### src/rtl/fetch_unit.sv
// Instruction fetch: one outstanding request, 2-entry {pc, instr} queue.
// Optional retired-fetch counter under `FETCH_PERF_CNT_EN.
module fetch_unit #(
  parameter logic [31:0] RESET_PC = 32'h0000_0000
) (
  input  logic        clk,
  input  logic        rst_n,
  output logic        imem_req,
  output logic [31:0] imem_addr,
  input  logic        imem_rvalid,
  input  logic [31:0] imem_rdata,
  output logic [31:0] ir,
  output logic [31:0] ir_pc,
  output logic        ir_valid,
  input  logic        ir_ready,
  input  logic        redirect,
  input  logic [31:0] redirect_pc
`ifdef FETCH_PERF_CNT_EN
  ,
  output logic [31:0] perf_fetched
`endif
);

  localparam logic [31:0] NOP = 32'h0000_0013;

  typedef enum logic [1:0] {
    S_IDLE,
    S_WAIT,
    S_WAIT_DROP
  } state_e;

  state_e      state_q;
  logic [31:0] pc_q;
  logic [31:0] req_pc_q;
  logic [31:0] pc0_q, pc0_d;
  logic [31:0] pc1_q, pc1_d;
  logic [31:0] ins0_q, ins0_d;
  logic [31:0] ins1_q, ins1_d;
  logic [1:0]  count_q, count_d;

  logic [31:0] rd_pc;
  logic        issue;
  logic        push;
  logic        pop;

  assign rd_pc = {redirect_pc[31:2], 2'b00};

  // A request only leaves from IDLE with a free slot left for its reply;
  // rst_n gates it so nothing is requested while reset is held.
  assign issue = rst_n
              && (state_q == S_IDLE)
              && !redirect
              && (count_q != 2'd2);

  assign push = (state_q == S_WAIT) && imem_rvalid && !redirect;
  assign pop  = ir_valid && ir_ready && !redirect;

  assign imem_req  = issue;
  assign imem_addr = issue ? pc_q : 32'h0;

  assign ir_valid = (count_q != 2'd0);
  assign ir       = ir_valid ? ins0_q : NOP;
  assign ir_pc    = pc0_q;

  // Request FSM: tracks the single outstanding fetch and drops stale replies.
  always_ff @(posedge clk or negedge rst_n) begin
    if (!rst_n) begin
      state_q  <= S_IDLE;
      pc_q     <= RESET_PC;
      req_pc_q <= 32'h0;
    end else begin
      case (state_q)
        S_IDLE: begin
          if (redirect) begin
            pc_q <= rd_pc;
          end else if (issue) begin
            state_q  <= S_WAIT;
            req_pc_q <= pc_q;
            pc_q     <= pc_q + 32'd4;
          end
        end
        S_WAIT: begin
          if (redirect) begin
            pc_q    <= rd_pc;
            state_q <= imem_rvalid ? S_IDLE : S_WAIT_DROP;
          end else if (imem_rvalid) begin
            state_q <= S_IDLE;
          end
        end
        S_WAIT_DROP: begin
          if (redirect) begin
            pc_q <= rd_pc;
          end
          // The stale reply retires the drop even if a redirect coincides.
          if (imem_rvalid) begin
            state_q <= S_IDLE;
          end
        end
        default: state_q <= S_IDLE;
      endcase
    end
  end

  // Shift queue next state: entry 0 is always the head shown on ir.
  always_comb begin
    pc0_d   = pc0_q;
    pc1_d   = pc1_q;
    ins0_d  = ins0_q;
    ins1_d  = ins1_q;
    count_d = count_q;
    if (redirect) begin
      count_d = 2'd0;
    end else begin
      unique case ({push, pop})
        2'b10: begin
          if (count_q == 2'd0) begin
            pc0_d  = req_pc_q;
            ins0_d = imem_rdata;
          end else begin
            pc1_d  = req_pc_q;
            ins1_d = imem_rdata;
          end
          count_d = count_q + 2'd1;
        end
        2'b01: begin
          pc0_d   = pc1_q;
          ins0_d  = ins1_q;
          count_d = count_q - 2'd1;
        end
        2'b11: begin
          if (count_q == 2'd1) begin
            pc0_d  = req_pc_q;
            ins0_d = imem_rdata;
          end else begin
            pc0_d  = pc1_q;
            ins0_d = ins1_q;
            pc1_d  = req_pc_q;
            ins1_d = imem_rdata;
          end
        end
        default: ;
      endcase
    end
  end

  // Queue storage and occupancy.
  always_ff @(posedge clk or negedge rst_n) begin
    if (!rst_n) begin
      pc0_q   <= 32'h0;
      pc1_q   <= 32'h0;
      ins0_q  <= NOP;
      ins1_q  <= NOP;
      count_q <= 2'd0;
    end else begin
      pc0_q   <= pc0_d;
      pc1_q   <= pc1_d;
      ins0_q  <= ins0_d;
      ins1_q  <= ins1_d;
      count_q <= count_d;
    end
  end

`ifdef FETCH_PERF_CNT_EN
  logic [31:0] perf_q;

  // Count every handshake the consumer completes.
  always_ff @(posedge clk or negedge rst_n) begin
    if (!rst_n) begin
      perf_q <= 32'h0;
    end else if (ir_valid && ir_ready) begin
      perf_q <= perf_q + 32'd1;
    end
  end

  assign perf_fetched = perf_q;
`endif

endmodule

### config.mk
export PLATFORM = sky130hd
export DESIGN_NAME = fetch_unit
export DESIGN_NICKNAME = d
export VERILOG_FILES = /design/src/rtl/fetch_unit.sv
export SDC_FILE = /design/constraint.sdc
export NUM_CORES = 1
export LEC_CHECK = 0
export BUFFER_PORTS_ARGS = -buffer_cell sky130_fd_sc_hd__buf_2
export CORE_AREA = 3 3 139 141
export DETAILED_ROUTE_END_ITERATION = 6
export DIE_AREA = 0 0 142 144
export MAX_ROUTING_LAYER = met4
export PLACE_DENSITY = 0.72
export RECOVER_POWER = 25
export SETUP_SLACK_MARGIN = 0.15
export SLEW_MARGIN = 25
export SYNTH_ARGS = -nofsm -noshare
export SYNTH_HDL_FRONTEND = slang
export SYNTH_SLANG_ARGS = --single-unit
export TNS_END_PERCENT = 20
### constraint.sdc
create_clock -name clk -period 2.55 [get_ports clk]
set_input_delay 0.51 -clock clk [delete_from_list [all_inputs] [get_ports clk]]
set_output_delay 0.51 -clock clk [all_outputs]
set_load 0.01 [all_outputs]
==> impl_metrics.tcl <==
set metrics [dict create \
    coreArea_um2 18090 \
    vdd_drop_max_uv 588.2 \
    min_path_type "primary input to register" \
    p_per_area_nw_per_um2 1245 \
    ys_top_cells_by_area "dfrtp_1 (51%), mux2_2 (7.7%), mux2i_1 (7.1%)" \
    crit_end "imem_addr[13]" \
    r2r-end "pc_q[20]" \
    required_ns 2.04 \
    final.min_clock_period_ns 2.382 \
    reg2reg_depth 7 \
    critPathLaunchType "register" \
    grt_setup_unrepaired "true" \
    status "finished clean" \
    max_slew_margin_pct 39.35 \
    max_stage_delay_ns 0.43 \
    place_congestion 0.9046 \
    ctsHtreeMaxLevel 4 \
    async_reset_ff_share_pct 100.0 \
    worstReg2RegStart "count_q[1]" \
    clock_path_buffers 2 \
    synth_area_per_cell_um2 10.81 \
    overflow 0 \
    setup_viol 0 \
    die-area_um2 20450 \
    yosysSeqAreaShare_pct 52.52 \
    crit_arrival_ns 1.87 \
    fp-row-count 49 \
    finalHoldViolations 0 \
    leakage_uw 0.005673 \
    yosysWarningCount 0 \
    path_clk_slew_ns 0.07 \
    r2r_slack_ns 0.31 \
    grt_pass1_wl_um 35850 \
    clockRootBuffer "clkbuf_16" \
    post-route-drc-count 0 \
    ant_nets 0 \
    post-route-period-util_pct 93.42 \
    dieHeight_um 144 \
    layout.nets 1079 \
    ys.flop_type "dfrtp_1" \
    grt_max_degree 120 \
    yosysMostFrequentCell "dfrtp_1" \
    finClkSkew_ns 0.009325 \
    antenna_found_initial 0 \
    syn2layout_area_growth_pct 25.36 \
    crit_top_cell "nand2b_4" \
    ios 167 \
    synth.distinct_cells 62 \
    setup_tns_ns 0 \
    antennaDiodeCount 0 \
    maxCapViolations 0 \
    hpwl_um 14680 \
    cpMaxStageDelayCell "dfrtp_1" \
    track_usage_pct 22.67 \
    critPathCaptureType "primary output" \
    syn_inst 834 \
    netlist_area_um2 9019 \
    max_freq_ghz 0.4198 \
    netlist.area_leader.share_pct 50.78 \
    critPathMaxFanout 8 \
    drive_gt1_share_pct 35.57 \
    crit_start "count_q[1]" \
    synth_edf_count 0 \
    insertion_delay_ns 0.43 \
    port_buffers 162 \
    cp_cell_sequence "ha_4 -> nand2b_4 -> nand2b_4 -> buf_6 -> inv_8 -> and2_4 -> buf_2" \
    die_w_um 142 \
    grt_pass1_vias 6782 \
    vias_per_cell 5.629 \
    first_iter_violations 487 \
    clock_sinks 189 \
    wl_per_cell_um 18.00 \
    drtPass1Iterations 5 \
    tightestPinTransition_ns 0.9098 \
    numCtsBuffers 17 \
    critPathKind "register to primary output" \
    holdWs_ns 0.3178 \
    synth_largest_area_cell "dfrtp_1" \
    wl_um 22390 \
    cts_tree "done" \
    initial_core_util_pct 49.87 \
    ys_ff_latch 189 \
    synth_commonest_cells "dfrtp_1 (183), nor2_1 (85), a21oi_1 (79)" \
    final_max_slew_viol_count 0 \
    vias 7003 \
]
[critical path, delay by kind of cell, from the launching register on]
family                     cells  cell delay, ns
adders and majority gates      1            0.17
buffers and inverters          3            0.35
DFF                            1            0.43
and+or+nand+nor                3            0.48
[report_power, final]
| part | internal (uW) | total [uW] | switching (uW) |
|---|---|---|---|
| clock network | 1410 | 2660 | 1250 |
| registers | 4430 | 5440 | 1010 |
| logic | 2910 | 5980 | 3070 |
| total | 8750 | 14100 | 5330 |
[registers in the layout, summed over array words and instances, names as in the netlist]
register / cells
ir_pc: 31
ins0_q: 32
pc_q: 30
state_q: 2
count_q: 2
req_pc_q: 30
pc1_q: 30
ins1_q: 32
[per-stage QoR]
stage | util [%] | instances | power, uW | worst slack, ns | cell area [um^2]
after floorplan | - | 835 | 8892 | 0.2231 | 9022
after global placement | 56.36 | 1187 | 10720 | 0.2134 | 10190
after detailed placement | 56.36 | 1187 | 10890 | 0.1722 | 10190
after CTS | 61.57 | 1235 | 13980 | 0.1472 | 11140
after global routing | 62.51 | 1244 | 15070 | 0.08901 | 11310
final | 62.51 | 1244 | 14080 | 0.1677 | 11310
[layer usage]
metal | GRT usage [%] | part of all wire [%] | wire (um)
met5 | - | 0 | 0
met4 | 7.273 | 2.4 | 548
met3 | 4.101 | 5.4 | 1207
met2 | 34.53 | 46 | 10360
met1 | 31.09 | 46 | 10280
[cell type report]
class	count	area (um^2)
Clock inverter	14	150.1
Tap cell	229	286.5
Timing Repair inverter	2	27.53
Multi-Input combinational cell	571	4110
Sequential cell	189	4737
Clock buffer	18	439.2
Timing Repair Buffer	212	1514
Fill cell	1464	6780
Inverter	9	41.29
[placed cells by master (no fill, tap or decap), drive strengths merged, types with 4 or more instances in the layout]
master and count:
a2111oi 4, a211oi 8, a21o 30, a21oi 79
a311oi 4, a31oi 4, a32oi 8, and2 31
and3 7, and4 7, buf 210, clkbuf 19
dfrtp 183, dfstp 6, ha 8, inv 18
mux2 62, mux2i 64, nand2 21, nand3 19
nand4 14, nor2 85, nor2b 32, nor3 5
nor4 4, o211ai 4, o21ai 14, o22ai 5
or2 4, or3 7
[worst min-delay path by stage]
stage | startpoint | end | slack, ns | cells after the start
2_1_floorplan | rst_n | count_q[0] | 0.21 | 0
3_3_place_gp | req_pc_q[16] | req_pc_q[16] | 0.48 | 1
3_5_place_dp | ins0_q[0] | ins0_q[0] | 0.49 | 2
4_1_cts | rst_n | ins1_q[30] | 0.25 | 2
5_1_grt | imem_rdata[10] | ins1_q[10] | 0.31 | 2
6_report | imem_rdata[7] | ins1_q[7] | 0.32 | 2
[timing repair]
item	4_1_cts	5_1_grt
setup buffers	13	9
gates resized for setup	57	23
hold endpoints to repair	0	0
hold buffers	0	0
cloned	3	0
pin swaps	0	2
setup endpoints to repair	34	34
[logic make-up (layout without fill, tap and decap cells)]
family | after synthesis | in the layout | synth area share (%)
adder cells (fa/ha/maj) | 8 | 8 | 1.110
AND/OR/NAND/NOR | 245 | 245 | 14.21
buffers and inverters | 75 | 255 | 3.441
AO/OA/AOI/OAI | 188 | 188 | 13.64
other | 1 | 2 | 0.04158
multiplexers | 126 | 126 | 14.84
XOR/XNOR | 2 | 2 | 0.1943
flip-flops | 189 | 189 | 52.52
(Power assumes the default switching activity.)
